File: config.mk
export PLATFORM = sky130hd
export DESIGN_NAME = ir_key_event_queue
export DESIGN_NICKNAME = d
export VERILOG_FILES = /design/src/rtl/ir_key_event_queue.sv
export SDC_FILE = /design/constraint.sdc
export NUM_CORES = 1
export LEC_CHECK = 0
export CORE_MARGIN = 4
export CORE_UTILIZATION = 47
export CTS_CLUSTER_DIAMETER = 80
export DETAILED_ROUTE_END_ITERATION = 16
export PLACE_DENSITY_LB_ADDON = 0.12
export SLEW_MARGIN = 20
export SYNTH_ARGS = -nofsm -noshare
export SYNTH_HDL_FRONTEND = slang
export SYNTH_SLANG_ARGS = --single-unit
export TNS_END_PERCENT = 30
File: constraint.sdc
create_clock -name clk -period 3.3 [get_ports clk]
set_input_delay 0.825 -clock clk [delete_from_list [all_inputs] [get_ports clk]]
set_output_delay 0.825 -clock clk [all_outputs]
set_load 0.01 [all_outputs]
File: src/rtl/ir_key_event_queue.sv
// IR key event queue: validates decoded frames, tracks a held key with release timeout and
// optional auto-repeat (enabled by defining IR_AUTO_REPEAT_EN), buffering events in a 4-deep FIFO.
module ir_key_event_queue #(
  parameter int unsigned HOLD_TIMEOUT  = 1000,
  parameter int unsigned REPEAT_DELAY  = 400,
  parameter int unsigned REPEAT_PERIOD = 100
) (
  input  logic       clk,
  input  logic       reset,
  input  logic [7:0] comando,
  input  logic [7:0] comparador,
  input  logic       frame_valid,
  input  logic       clr_stat,
  input  logic       key_ready,
  output logic       key_valid,
  output logic [7:0] key_code,
  output logic       key_repeat,
  output logic       key_held,
  output logic [7:0] err_count,
  output logic       overflow
);

  localparam int unsigned   HW       = $clog2(HOLD_TIMEOUT + 1);
  localparam logic [HW-1:0] HOLD_LIM = HW'(HOLD_TIMEOUT);

`ifdef IR_AUTO_REPEAT_EN
  localparam int unsigned   REP_MAX    = (REPEAT_DELAY > REPEAT_PERIOD) ? REPEAT_DELAY : REPEAT_PERIOD;
  localparam int unsigned   RW         = $clog2(REP_MAX + 1);
  localparam logic [RW-1:0] DELAY_LIM  = RW'(REPEAT_DELAY);
  localparam logic [RW-1:0] PERIOD_LIM = RW'(REPEAT_PERIOD);

  typedef enum logic [1:0] {
    IDLE        = 2'd0,
    HELD_DELAY  = 2'd1,
    HELD_REPEAT = 2'd2
  } state_t;
`else
  typedef enum logic [1:0] {
    IDLE       = 2'd0,
    HELD_DELAY = 2'd1
  } state_t;

  logic cfg_unused;
  assign cfg_unused = (REPEAT_DELAY != 0) ^ (REPEAT_PERIOD != 0);
`endif

  logic          accept;
  logic          reject;
  state_t        state_q, state_d;
  logic [HW-1:0] hold_q, hold_d;
  logic [HW-1:0] hold_inc;
  logic          timeout;
  logic [7:0]    held_code_q, held_code_d;
  logic          push;
  logic [7:0]    push_code;

`ifdef IR_AUTO_REPEAT_EN
  logic [RW-1:0] rep_q, rep_d;
  logic [RW-1:0] rep_inc;
  logic [RW-1:0] rep_lim;
  logic          rep_tick;
  logic          push_rpt;
  logic [3:0]    rpt_q, rpt_d;
`endif

  logic [7:0]    code_q [4];
  logic [7:0]    code_d [4];
  logic [1:0]    wr_q, wr_d;
  logic [1:0]    rd_q, rd_d;
  logic [2:0]    cnt_q, cnt_d;
  logic          pop;
  logic          full;
  logic          do_push;
  logic          drop;

  logic [7:0]    err_q, err_d;
  logic          ovf_q, ovf_d;

  assign accept   = frame_valid & ((comando ^ comparador) == 8'hFF);
  assign reject   = frame_valid & ~accept;
  assign hold_inc = hold_q + HW'(1);
  assign timeout  = (hold_inc == HOLD_LIM);
  assign key_held = (state_q != IDLE);

`ifdef IR_AUTO_REPEAT_EN
  assign rep_inc  = rep_q + RW'(1);
  assign rep_lim  = (state_q == HELD_REPEAT) ? PERIOD_LIM : DELAY_LIM;
  assign rep_tick = (rep_inc == rep_lim);
`endif

  // Priority inside a held state: accepted frame, then hold timeout, then repeat tick.
  always_comb begin
    state_d     = state_q;
    hold_d      = hold_q;
    held_code_d = held_code_q;
    push        = 1'b0;
    push_code   = comando;
`ifdef IR_AUTO_REPEAT_EN
    push_rpt    = 1'b0;
    rep_d       = rep_q;
`endif
    case (state_q)
      IDLE: begin
        if (accept) begin
          push        = 1'b1;
          held_code_d = comando;
          state_d     = HELD_DELAY;
          hold_d      = '0;
`ifdef IR_AUTO_REPEAT_EN
          rep_d       = '0;
`endif
        end
      end
      default: begin
        if (accept && (comando == held_code_q)) begin
          hold_d = '0;
`ifdef IR_AUTO_REPEAT_EN
          // A repeat tick suppressed by a refresh frame fires one cycle later: the timer is frozen.
          rep_d  = rep_tick ? rep_q : rep_inc;
`endif
        end else if (accept) begin
          push        = 1'b1;
          held_code_d = comando;
          state_d     = HELD_DELAY;
          hold_d      = '0;
`ifdef IR_AUTO_REPEAT_EN
          rep_d       = '0;
`endif
        end else if (timeout) begin
          state_d = IDLE;
          hold_d  = '0;
`ifdef IR_AUTO_REPEAT_EN
          rep_d   = '0;
`endif
        end else begin
          hold_d = hold_inc;
`ifdef IR_AUTO_REPEAT_EN
          if (rep_tick) begin
            push      = 1'b1;
            push_code = held_code_q;
            push_rpt  = 1'b1;
            state_d   = HELD_REPEAT;
            rep_d     = '0;
          end else begin
            rep_d = rep_inc;
          end
`endif
        end
      end
    endcase
  end

  assign key_valid = (cnt_q != 3'd0);
  assign pop       = key_valid & key_ready;
  assign full      = (cnt_q == 3'd4);
  assign do_push   = push & (~full | pop);
  assign drop      = push & full & ~pop;
  assign key_code  = code_q[rd_q];
`ifdef IR_AUTO_REPEAT_EN
  assign key_repeat = rpt_q[rd_q];
`else
  assign key_repeat = 1'b0;
`endif

  always_comb begin
    code_d = code_q;
    wr_d   = wr_q;
    rd_d   = rd_q;
`ifdef IR_AUTO_REPEAT_EN
    rpt_d  = rpt_q;
`endif
    if (do_push) begin
      code_d[wr_q] = push_code;
`ifdef IR_AUTO_REPEAT_EN
      rpt_d[wr_q]  = push_rpt;
`endif
      wr_d         = wr_q + 2'd1;
    end
    if (pop) begin
      rd_d = rd_q + 2'd1;
    end
    cnt_d = cnt_q + {2'b00, do_push} - {2'b00, pop};
  end

  // Clear is applied first so a same-cycle reject or drop is still recorded.
  always_comb begin
    err_d = err_q;
    ovf_d = ovf_q;
    if (clr_stat) begin
      err_d = '0;
      ovf_d = 1'b0;
    end
    if (reject && (err_d != 8'hFF)) begin
      err_d = err_d + 8'd1;
    end
    if (drop) begin
      ovf_d = 1'b1;
    end
  end

  assign err_count = err_q;
  assign overflow  = ovf_q;

  always_ff @(posedge clk or negedge reset) begin
    if (!reset) begin
      state_q     <= IDLE;
      hold_q      <= '0;
      held_code_q <= '0;
      code_q      <= '{default: '0};
      wr_q        <= '0;
      rd_q        <= '0;
      cnt_q       <= '0;
      err_q       <= '0;
      ovf_q       <= 1'b0;
`ifdef IR_AUTO_REPEAT_EN
      rep_q       <= '0;
      rpt_q       <= '0;
`endif
    end else begin
      state_q     <= state_d;
      hold_q      <= hold_d;
      held_code_q <= held_code_d;
      code_q      <= code_d;
      wr_q        <= wr_d;
      rd_q        <= rd_d;
      cnt_q       <= cnt_d;
      err_q       <= err_d;
      ovf_q       <= ovf_d;
`ifdef IR_AUTO_REPEAT_EN
      rep_q       <= rep_d;
      rpt_q       <= rpt_d;
`endif
    end
  end

endmodule

==> flow_summary.json <==
{
  "status": "completed",
  "drive_above_1_share_pct": 29.2,
  "insertion_delay_ns": 0.34,
  "slowest_stage": "clkdlybuf4s50_1",
  "finalMaxSlewViolations": 0,
  "worst_pin_slew_ns": 0.676,
  "worstSetupPathType": "in2reg",
  "ys_top_cells_by_area": "dfrtp_1, mux2_2, mux4_2, xnor2_1, ha_1",
  "nets": 381,
  "yosys_warnings": 0,
  "overflow": 0,
  "cp_common_cell": "xnor2_1",
  "hold_path_class": "reg2reg",
  "final.setup.tns_ns": 0,
  "start_util_pct": 49.6,
  "final.min_clock_period_ns": 3.18,
  "multi_input_area_sq_mm": 0.00167,
  "rows": 30,
  "vias": 2379,
  "power_mw": 2.45,
  "core-area_sq_mm": 0.00694,
  "syn_area_sq_mm": 0.00344,
  "synth_top_area_share_pct": 48.7,
  "crit_chain": "clkdlybuf4s50_1 > buf_4 > xnor2_1 > nand4_1 > o31a_1 > nand2_1 > ha_1 > inv_1 > ha_1 > inv_1 > fa_1 > xnor2_1 > xnor2_1",
  "syn_nets": 311,
  "grt_pass1_vias": 2504,
  "ctsHoldBuffers": 0,
  "numCtsBuffers": 9,
  "gp_congestion": 0.801,
  "min_period_over_period_pct": 96.3,
  "pwr-share-seq_pct": 43.5,
  "yosysTopAreaCell": "dfrtp_1",
  "slowest_delay_ns": 0.47,
  "vias_per_cell": 5.26,
  "pwr-share-comb_pct": 19.7,
  "power_density_mw_per_mm2": 553,
  "synth_edf_count": 0,
  "async_flop_share_pct": 100,
  "netlist_top_cells_count": "dfrtp_1, mux2_2, nand2_1, xnor2_1, inv_1",
  "grt_usage_pct": 18.5,
  "grt_pass1_wl_mm": 12.5,
  "hold_viol": 0,
  "hpwlAfterDp_mm": 5.18,
  "area_growth_pct": 28.8,
  "drtIter0Drc": 52,
  "cp-end-kind": "flop",
  "clock-sinks": 67,
  "relSlewSlack_pct": 54.9,
  "cts_buffer_depth": 2,
  "peakVddDrop_mv": 0.371,
  "drc": 0,
  "cts_root_buf": "clkbuf_8",
  "switching_share_pct": 27.7,
  "antenna_left": 0,
  "setup_violations": 0,
  "arrival_ns": 3.43,
  "antenna_found_initial": 0,
  "worst_ep_required_time_ns": 3.55,
  "portBuffers": 39,
  "power.internal_mw": 1.77,
  "syn_avg_cell_area_sq_um": 12.2,
  "clkSlewWorstSetupHoldPaths_ns": 0.07,
  "wl_per_cell_um": 16.0,
  "p_leak_nw": 1.96,
  "max_freq_mhz": 315,
  "diodes": 0,
  "regArea_sq_mm": 0.00168,
  "netSwitchingPower_mw": 0.679,
  "yosysMostFrequentCell": "dfrtp_1",
  "nFillCells": 574,
  "postCtsSetupRepairBufs": 0,
  "max_cap_viol_count": 0,
  "place_ws_ns": -0.217,
  "drt_wl_total_mm": 7.24,
  "pwr-share-clk_pct": 36.8,
  "cts_tree": "yes",
  "ys_seq_elements": 67,
  "cp_max_fo": 6,
  "ys_seq_area_share_pct": 48.7,
  "layout_setup_ws_ns": 0.121,
  "dr.pass1.iters": 4,
  "synth_cell_types": 51,
  "io_pins": 41,
  "rsz0062_at_grt": "no",
  "die_area_sq_mm": 0.00876,
  "h-tree-depth": 3,
  "die-height_um": 93.6,
  "grt_start_max_net_pins": 41,
  "start_kind": "input port",
  "die_w_um": 93.6,
  "clock_skew_ns": 0.00775,
  "synth_ff_type": "dfrtp_1",
  "netlist_instances": 281,
  "cts_resized": 0
}
## worst max-delay path: cells and delay by family
kind	cells	cell delay [ns]
XOR/XNOR	3	0.60
adder cells (fa/ha/maj)	3	0.72
AO/OA/AOI/OAI	1	0.28
AND/OR/NAND/NOR	2	0.25
buffers and inverters	4	0.75
## registers in the layout, indices dropped and copies added, names as in the netlist
signal	flops
hold_q	10
rd_q	2
held_code_q	8
overflow	1
state_q	1
wr_q	2
cnt_q	3
err_count	8
code_q	32
## layer usage
metal	vias up	wire [um]	track usage (%)
li1	1146	-	-
met1	1192	3450	26.6
met2	32	3480	28.7
met3	9	214	2.98
met4	0	95	6.14
met5	-	0	0
## cell families (layout without fill, tap and decap cells)
kind of cell / Yosys count / count (layout) / share of synthesized area (%)
xor gates and xnor gates: 29 / 29 / 7.38
and+or+nand+nor: 74 / 74 / 12.6
muxes: 52 / 52 / 19.6
other: 1 / 1 / 0.109
adders and majority gates: 9 / 9 / 3.49
AOI/OAI and AO/OA: 27 / 27 / 5.34
buffers and inverters: 22 / 97 / 2.80
DFF: 67 / 67 / 48.7
## worst paths after layout
path                                    to       start  cells after the start  slack (ns)
worst max register to register    cnt_q[2]    cnt_q[1]                     10        0.66
worst max-delay path              cnt_q[2]  comando[3]                     13        0.12
max in group asynchronous       code_q[23]       reset                      2        2.13
min in group asynchronous        hold_q[5]       reset                      1        0.52
worst min register to register  code_q[16]  code_q[16]                      1        0.49
worst min-delay path            code_q[16]  code_q[16]                      1        0.49
## through the flow
step | hold WS, ns | utilization, % | cell area [sq um] | cells
after floorplan | 0.453 | - | 3440 | 281
after global placement | 0.480 | 60.0 | 4170 | 436
after detailed placement | 0.480 | 60.0 | 4170 | 436
after CTS | 0.498 | 63.8 | 4430 | 452
after global routing | 0.514 | 63.8 | 4430 | 452
final | 0.489 | 63.8 | 4430 | 452
## power groups by stage
stage	clock network, mW	registers, mW	logic [mW]
after global routing	0.962	1.09	0.546
after detailed placement	0	1.08	0.493
after global placement	0	1.07	0.477
after floorplan	0	1.01	0.355
after CTS	0.918	1.07	0.494
final	0.902	1.07	0.484
## cell type report
type                            instances  area share [%]
Sequential cell                        67            37.8
Clock inverter                          6            3.08
Timing Repair Buffer                   68            14.7
Inverter                               13            1.10
Tap cell                               96            2.71
Multi-Input combinational cell        192            37.7
Clock buffer                           10            2.88
## layout by cell type, fill, tap and decap left out, drive strengths merged, types with 2 or more instances in the layout
cell,count
nand4,5
mux4,8
nand3,12
ha,8
xnor2,18
nor3,8
a21oi,8
clkdlybuf4s50,38
xor2,11
a31oi,2
clkbuf,10
or2,2
o211ai,4
dfrtp,67
mux2,43
and3,3
or4,2
nor2,9
nand2,19
inv,14
or3,3
nor4,3
bufinv,4
buf,30
nor2b,3
o21ai,3
Note: power is estimated with default switching activity, not from simulation.
